File: src/rtl/proc_sequencer.sv
// proc_sequencer: multicycle control FSM for the 9-bit processor datapath.
// Owns the step counter (Tstep) and the instruction register (IR). Every
// datapath enable is decoded combinationally from the current step, the
// instruction fields, G_nz, Run and Reset.
module proc_sequencer #(
  parameter int N      = 9,
  parameter int PC_IDX = 7
) (
  input  logic         Clock,
  input  logic         Reset,
  input  logic         Run,
  input  logic [N-1:0] DIN,
  input  logic         G_nz,
  output logic         IRin,
  output logic [7:0]   Rin,
  output logic [7:0]   Rout,
  output logic         Ain,
  output logic         Gin,
  output logic         Gout,
  output logic         AddSub,
  output logic         DINout,
  output logic         ADDRin,
  output logic         DOUTin,
  output logic         incr_pc,
  output logic         W_D,
  output logic         Done,
  output logic [2:0]   Tstep,
  output logic [N-1:0] IR
);

  typedef enum logic [2:0] {
    T0 = 3'd0, T1 = 3'd1, T2 = 3'd2, T3 = 3'd3, T4 = 3'd4, T5 = 3'd5
  } step_e;

  typedef enum logic [2:0] {
    OP_MV   = 3'b000,
    OP_MVI  = 3'b001,
    OP_ADD  = 3'b010,
    OP_SUB  = 3'b011,
    OP_LD   = 3'b100,
    OP_ST   = 3'b101,
    OP_MVNZ = 3'b110,
    OP_NOP  = 3'b111
  } opcode_e;

  localparam logic [2:0] PC_SEL = 3'(PC_IDX);

  step_e        tstep_q, tstep_d;
  logic [N-1:0] ir_q, ir_d;
  opcode_e      opcode;
  logic [2:0]   rx, ry;
  logic         active;

  assign opcode = opcode_e'(ir_q[2:0]);
  assign rx     = ir_q[5:3];
  assign ry     = ir_q[8:6];
  assign active = Run && !Reset;
  assign Tstep  = tstep_q;
  assign IR     = ir_q;

  function automatic logic [7:0] onehot(input logic [2:0] idx);
    return 8'b1 << idx;
  endfunction

  // Decode the datapath enables for the current step and instruction.
  always_comb begin
    // NOTE: every output gets a default before the case so no path leaves it
    // unassigned, which would otherwise infer a latch.
    IRin    = 1'b0;
    Rin     = '0;
    Rout    = '0;
    Ain     = 1'b0;
    Gin     = 1'b0;
    Gout    = 1'b0;
    AddSub  = 1'b0;
    DINout  = 1'b0;
    ADDRin  = 1'b0;
    DOUTin  = 1'b0;
    incr_pc = 1'b0;
    W_D     = 1'b0;
    Done    = 1'b0;
    if (active) begin
      case (tstep_q)
        T0: begin
          Rout   = onehot(PC_SEL);
          ADDRin = 1'b1;
        end
        T1: incr_pc = 1'b1;
        T2: IRin = 1'b1;
        T3: begin
          case (opcode)
            OP_MV: begin
              Rout = onehot(ry);
              Rin  = onehot(rx);
              Done = 1'b1;
            end
            OP_MVI: begin
              Rout   = onehot(PC_SEL);
              ADDRin = 1'b1;
            end
            OP_ADD, OP_SUB: begin
              Rout = onehot(rx);
              Ain  = 1'b1;
            end
            OP_LD, OP_ST: begin
              Rout   = onehot(ry);
              ADDRin = 1'b1;
            end
            OP_MVNZ: begin
              if (G_nz) begin
                Rout = onehot(ry);
                Rin  = onehot(rx);
              end
              Done = 1'b1;
            end
            default: Done = 1'b1;
          endcase
        end
        T4: begin
          case (opcode)
            OP_MVI: incr_pc = 1'b1;
            OP_ADD: begin
              Rout = onehot(ry);
              Gin  = 1'b1;
            end
            OP_SUB: begin
              Rout   = onehot(ry);
              Gin    = 1'b1;
              AddSub = 1'b1;
            end
            OP_ST: begin
              Rout   = onehot(rx);
              DOUTin = 1'b1;
            end
            default: ;
          endcase
        end
        T5: begin
          case (opcode)
            OP_MVI, OP_LD: begin
              DINout = 1'b1;
              Rin    = onehot(rx);
            end
            OP_ADD, OP_SUB: begin
              Gout = 1'b1;
              Rin  = onehot(rx);
            end
            OP_ST: W_D = 1'b1;
            default: ;
          endcase
          Done = 1'b1;
        end
        default: ;
      endcase
    end
  end

  // Next step and next instruction: advance while running, wrap on Done.
  always_comb begin
    tstep_d = tstep_q;
    ir_d    = ir_q;
    if (active) begin
      tstep_d = Done ? T0 : step_e'(tstep_q + 3'd1);
    end
    if (IRin) begin
      ir_d = DIN;
    end
  end

  // Step counter and instruction register with synchronous reset.
  always_ff @(posedge Clock) begin
    // NOTE: state is updated with non-blocking assignments so every flop
    // samples its pre-edge inputs regardless of statement order.
    if (Reset) begin
      tstep_q <= T0;
      ir_q    <= '0;
    end else begin
      tstep_q <= tstep_d;
      ir_q    <= ir_d;
    end
  end

endmodule

File: config.mk
export PLATFORM = sky130hd
export DESIGN_NAME = proc_sequencer
export DESIGN_NICKNAME = d
export VERILOG_FILES = /design/src/rtl/proc_sequencer.sv
export SDC_FILE = /design/constraint.sdc
export NUM_CORES = 1
export LEC_CHECK = 0
export BUFFER_PORTS_ARGS = -buffer_cell sky130_fd_sc_hd__buf_2
export CAP_MARGIN = 20
export CORE_UTILIZATION = 45
export DETAILED_ROUTE_END_ITERATION = 12
export PLACE_DENSITY = 0.72
export SETUP_SLACK_MARGIN = 0.05
export SKIP_LAST_GASP = 1
export SLEW_MARGIN = 20
export SYNTH_ARGS = -nofsm -noshare
export SYNTH_HDL_FRONTEND = slang
export SYNTH_SLANG_ARGS = --single-unit
File: constraint.sdc
create_clock -name Clock -period 3.6 [get_ports Clock]
set_input_delay 1.08 -clock Clock [delete_from_list [all_inputs] [get_ports Clock]]
set_output_delay 1.08 -clock Clock [all_outputs]
set_load 0.05 [all_outputs]
==> impl_metrics.json, run 1 <==
{
  "result_of_the_run": "complete, no violations",
  "post_drt_wl_per_cell_um": 14.5,
  "layout_min_cycle_time_ps": 3440,
  "worst_slew_pin_slew_ps": 515,
  "cpPeakStageDelay_ps": 360,
  "drt_wl_total_mm": 3.65,
  "io_pins": 52,
  "ys_seq_elements": 12,
  "start_util": 0.485,
  "drt-pass1-iter-count": 4,
  "cp_common_cell": "buf_2",
  "post-cts-setup-buffers": 0,
  "gp_routability_congestion": 0.850,
  "sequential_element_share_of_the_synthesized_area": 0.195,
  "chipHeight_um": 54.4,
  "path_cells": "buf_2, buf_4, inv_1, nand2_1, nor4_2, buf_2",
  "max_cap_violations": 0,
  "criticalPathCategory": "primary input to output pin",
  "detailroute.via_count": 1495,
  "grt_overflow_total": 0,
  "top_signal_layer_used": "met4",
  "crit_path_slowest_cell": "nor4_2",
  "cts_hold_buffers_added": 0,
  "setup-tns-final_ps": 0,
  "tritoncts_num_sinks": 12,
  "timing_hold_violations_final": 0,
  "totalPowerFinal_uw": 296,
  "cts.path.max_buffers": 2,
  "wire_length_of_the_first_global_routing_pass_mm": 5.60,
  "vias_in_the_first_global_route": 1242,
  "postCtsResizedCells": 0,
  "die-width_um": 54.4,
  "critPathRequiredTime_ps": 2520,
  "m1WireLength_mm": 1.64,
  "clock_tree.htree_level_count": 1,
  "worstPathBufferInverterCount": 4,
  "cts_made_buffers": 3,
  "post_route_cells_drive_above_1_share": 0.330,
  "met2_routed_length_mm": 1.73,
  "final_count_of_pins_violating_max_slew": 0,
  "skew_ps": 0.394,
  "setup.worst_path.start_class": "primary input",
  "irDropWorstVdd_mv": 0.212,
  "ys_warn_count": 0,
  "grt_max_degree": 16,
  "core_area_sq_um": 2540,
  "placement_setup_slack_ps": 197,
  "clk_root_buffer_cell": "clkbuf_4",
  "area_growth_pct": 23.4,
  "placementRows": 18,
  "grt_setup_unrepaired": "no",
  "placement.io_buffers": 51,
  "setup_viol_count_final": 0,
  "worstPathArrival_ps": 2360,
  "min-delay-path-class": "flip-flop to flip-flop",
  "worst_skew_pair.late_latency_ps": 260,
  "critical_path_peak_fanout": 13,
  "groute.usage.overall": 0.258,
  "postSynthNetCount": 193,
  "worst_setup_hold_path_clk_slew_ps": 70,
  "synth.lib_cells_used.distinct": 45,
  "synthesis.instances": 175,
  "num-nets-final": 241,
  "cell_family_contributing_the_most_delay_on_the_critical_path": "buffers and inverters",
  "synthesis.area_sq_um": 1230,
  "vias_cell": 5.96,
  "max-slew-margin-rel": 0.656,
  "remaining_drc_errors": 0,
  "syn_avg_cell_area_sq_um": 7.05,
  "power.leakage_uw": 0.000615,
  "number_of_antenna_violations_at_the_first_check_in_global_routing": 0,
  "number_of_antenna_violating_nets_in_the_routed_design": 0,
  "dpl.hpwl_mm": 2.73,
  "antennaDiodeCount": 0,
  "layout_cell_area_excl_fill_sq_um": 1520,
  "maximum_clock_rate_mhz": 291,
  "cts_tree": "built",
  "drt_first_iter_violations": 57,
  "floorplan.die_area_sq_um": 2960,
  "routed-wl-met3_um": 249,
  "pwrdens_nw_per_um2": 194,
  "postPlaceCellArea_sq_um": 1500,
  "fin_ws_ps": 164,
  "layout_worst_path_cycle_share": 0.955,
  "worstSetupEndpointType": "output pin"
}
[power breakdown]
part	total [uW]	internal (uW)	switching (uW)
Sequential	142	136	6.35
Combinational	73.9	22.1	51.8
Clock	79.6	38.6	41.0
Total	296	197	99.1
[final timing paths]
kind              slack (ps)  depth (start not counted)                   from               endpoint
hold / removal           560                          2     IR[8]$_SDFFE_PP0P_     IR[8]$_SDFFE_PP0P_
hold reg to reg          560                          2     IR[8]$_SDFFE_PP0P_     IR[8]$_SDFFE_PP0P_
setup / recovery         160                          6                  Reset                 Rin[6]
setup reg to reg        1850                          5  Tstep[0]$_SDFFE_PP0P_  Tstep[1]$_SDFFE_PP0P_
[state kept, by name, summed over array words and instances (netlist names)]
name   count
IR         9
Tstep      3
[layout make-up]
type,instances,area [sq um]
Clock buffer,3,22.5
Multi-Input combinational cell,143,907
Fill cell,245,1020
Sequential cell,12,240
Inverter,8,30.0
Timing Repair Buffer,55,285
Tap cell,30,37.5
[cell usage after synthesis]
master,n,area [sq um]
nand4_1,3,18.8
a21oi_2,1,8.76
nor3_2,1,10.0
inv_2,3,11.3
buf_2,7,35.0
o32ai_1,2,17.5
or3b_1,1,8.76
nor3_1,7,35.0
nand3b_1,2,15.0
buf_4,2,15.0
nor4_2,2,25.0
o22ai_1,9,56.3
and2_1,3,18.8
and3_1,2,12.5
nand2_1,34,128
a31oi_1,1,6.26
o211ai_1,1,7.51
o22a_1,1,8.76
a211oi_1,1,7.51
a32oi_1,8,70.1
o21ai_2,1,8.76
nor2b_1,4,25.0
nand3_4,1,17.5
and2b_1,1,7.51
ha_1,5,62.6
clkbuf_1,3,11.3
nand3_1,3,15.0
a2bb2oi_1,3,26.3
and3b_1,1,8.76
nor3b_1,1,7.51
nand3_2,1,10.0
a21oi_1,14,70.1
and2_0,1,6.26
a22oi_1,2,15.0
inv_1,5,18.8
nand2b_2,1,8.76
a21bo_1,1,10.0
o21ai_1,2,10.0
nand2b_1,3,18.8
a22oi_4,1,21.3
o2111ai_4,1,26.3
nor2_2,2,12.5
dfxtp_1,12,240
a21boi_1,1,7.51
nor2_1,14,52.6
[per-layer routing]
layer  track usage  vias up
met5             0        -
met4         0.128        0
met3        0.0250        4
met2         0.398       69
met1         0.354      688
li1              -      734
[placed cells by master, fill, tap and decap left out, types with 4 or more instances in the layout]
cell     synthesis  final
inv_1            5      5
nor2b_1          4      4
o22ai_1          9      9
a32oi_1          8      8
dfxtp_1         12     12
buf_2            7     51
buf_4            2      4
ha_1             5      5
a21oi_1         14     14
nand2_1         34     34
nor3_1           7      7
nor2_1          14     14
[cells by family (layout without fill, tap and decap cells)]
group           count (synthesis)  count (layout)  synth area share
fa+ha+maj                       5               5            0.0507
simple gates                   88              88             0.374
flops                          12              12             0.195
compound gates                 50              50             0.306
buf+inv                        20              66            0.0740
[worst reg2reg max path, stage by stage (launching register included)]
cell and delay [ps]:
dfxtp_1 410, ha_1 230, ha_1 320, nand3b_1 130, o21ai_1 320, o32ai_1 190
[stage by stage]
step            util  hold slack [ps]  std cells
2_1_floorplan      -              724        175
3_3_place_gp   0.589              527        248
3_5_place_dp   0.589              538        248
4_1_cts        0.598              547        251
5_1_grt        0.598              561        251
6_report       0.598              556        251
Power figures use the tool's default switching activity.
==> inputs of run 2 (changes only) <==
==> constraint.sdc (replaced) <==
create_clock -name Clock -period 3.6 [get_ports Clock]
set_input_delay 0.54 -clock Clock [delete_from_list [all_inputs] [get_ports Clock]]
set_output_delay 0.54 -clock Clock [all_outputs]
set_load 0.05 [all_outputs]
==> run 2 against run 1 <==
Effect of this change:
- worst hold slack got worse by 44 ps
- via count fell by 1.3%
- first-iteration DRC count rose by 33%
- non-clock buffer count fell by 4
- critical endpoint unchanged
- critical path type is now flip-flop to output pin
- sequential cell count did not move
- utilization fell by 1.4 points
- clock-buffer cell count did not move
- maximum frequency rose by 25%
==> impl_metrics.json, run 2 (synthesized netlist as in run 1, its figures left out) <==
{
  "result_of_the_run": "complete, no violations",
  "count_of_cells_along_the_worst_register_to_register_path": 5,
  "worst_setup_hold_path_clk_slew_ps": 70,
  "start_util": 0.485,
  "drt_wl_total_mm": 3.35,
  "totalPowerFinal_uw": 289,
  "area_growth_pct": 20.6,
  "chipHeight_um": 54.4,
  "tritoncts_num_sinks": 12,
  "cts_hold_buffers_added": 0,
  "r2r-end": "Tstep[2]$_SDFFE_PP0P_",
  "dpl.hpwl_mm": 2.59,
  "io_pins": 52,
  "placed_cells": 244,
  "clk_root_buffer_cell": "clkbuf_4",
  "max_ffs_per_register": 9,
  "setup.worst_path.start_class": "flip-flop",
  "regToRegStartpoint": "Tstep[0]$_SDFFE_PP0P_",
  "maximum_clock_rate_mhz": 363,
  "cts_made_buffers": 3,
  "final_count_of_pins_violating_max_slew": 0,
  "grt_setup_unrepaired": "no",
  "most-common-layout-cells": "51 x buf_2, 34 x nand2_1, 14 x nor2_1, 14 x a21oi_1, 12 x dfxtp_1",
  "die-width_um": 54.4,
  "pwrdens_nw_per_um2": 194,
  "cts_tree": "built",
  "layout_min_cycle_time_ps": 2760,
  "worstSetupEndpointType": "output pin",
  "mostFrequentLayoutCell": "buf_2",
  "antennaDiodeCount": 0,
  "core_area_sq_um": 2540,
  "number_of_antenna_violating_nets_in_the_routed_design": 0,
  "setup-tns-final_ps": 0,
  "utilization": 0.585,
  "power.leakage_uw": 0.000595,
  "worst_skew_pair.late_latency_ps": 260,
  "cts.path.max_buffers": 2,
  "timing_hold_violations_final": 0,
  "min_from": "DIN[1]",
  "gp_routability_congestion": 0.883,
  "drt-pass1-iter-count": 4,
  "regToRegSetupSlack_ps": 1950,
  "grt_overflow_total": 0,
  "number_of_antenna_violations_at_the_first_check_in_global_routing": 0,
  "hold-path-cell-count": 3,
  "worst_slew_pin_slew_ps": 627,
  "min-delay-path-class": "primary input to flip-flop",
  "clock_tree.htree_level_count": 1,
  "grt_max_degree": 19,
  "max_cap_violations": 0,
  "postCtsResizedCells": 0,
  "vias_cell": 5.97,
  "irDropWorstVdd_mv": 0.196,
  "groute.usage.overall": 0.242,
  "skew_ps": 0.246,
  "post_route_cells_drive_above_1_share": 0.318,
  "critical_path_peak_fanout": 8,
  "criticalPathCategory": "flip-flop to output pin",
  "setup_viol_count_final": 0,
  "num-nets-final": 237,
  "vias_in_the_first_global_route": 1178,
  "post-cts-setup-buffers": 0,
  "end_point_of_the_most_critical_hold_path": "IR[1]$_SDFFE_PP0P_",
  "detailroute.via_count": 1475,
  "post_drt_wl_per_cell_um": 13.6,
  "wire_length_of_the_first_global_routing_pass_mm": 5.31,
  "fillers": 252,
  "worst_hold_slack_ps": 511,
  "placementRows": 18,
  "remaining_drc_errors": 0,
  "area_of_the_multi_input_gates_sq_um": 902,
  "max-slew-margin-rel": 0.581,
  "placement.io_buffers": 51,
  "drt_first_iter_violations": 76,
  "critPathRequiredTime_ps": 3060,
  "layoutNonFillerInstCount": 247,
  "floorplan.die_area_sq_um": 2960,
  "layout_worst_path_cycle_share": 0.766,
  "register_area_sq_um": 240,
  "worstPathArrival_ps": 2220
}
-- run 2: cell types whose count changed in the layout (fill, tap and decap cells not counted) --
cell    before  now
nor2_2       1    2
nor2_4       1    0
buf_4        4    0
-- run 2: worst max path at each step --
stage	start	to	slack, ps	depth (start not counted)
floorplan	Tstep[0]$_SDFFE_PP0P_	Rin[1]	350	6
global placement	Reset	IRin	1110	5
finish	Tstep[0]$_SDFFE_PP0P_	Rin[6]	840	7
global route	Tstep[0]$_SDFFE_PP0P_	Rin[6]	660	7
CTS	Tstep[0]$_SDFFE_PP0P_	Rin[6]	830	7
detailed placement	Reset	IRin	1050	5
-- run 2: per-layer routing --
layer  vias to the layer above  GRT usage  wire, um
met5                         -          0         0
met4                         0     0.0940        38
met3                         8     0.0139       278
met2                        81      0.400      1590
met1                       665      0.326      1450
li1                        721          -         -
-- run 2: power breakdown --
group | internal (uW) | switching (uW)
registers | 136 | 6.57
logic | 20.1 | 49.2
clock network | 38.6 | 38.3
-- run 2: area by class of cell --
class / instances / area share
inverters: 8 / 0.0202
repair buffers: 51 / 0.172
well taps: 30 / 0.0252
clock buffers: 3 / 0.0151
multi-input cells: 143 / 0.606
flip-flops and latches: 12 / 0.161
-- run 2: through the flow --
step / instance area (sq um) / worst slack, ps
CTS: 1490 / 828
detailed placement: 1470 / 1050
global placement: 1470 / 1110
floorplan: 1230 / 348
global route: 1490 / 658
finish: 1490 / 842
-- run 2: worst max-delay path: stages (launching register included) --
cell	delay [ps]
dfxtp_1	400
ha_1	220
ha_1	310
nand3b_1	140
nor2_1	190
a22oi_4	150
nor4_2	230
buf_2	300
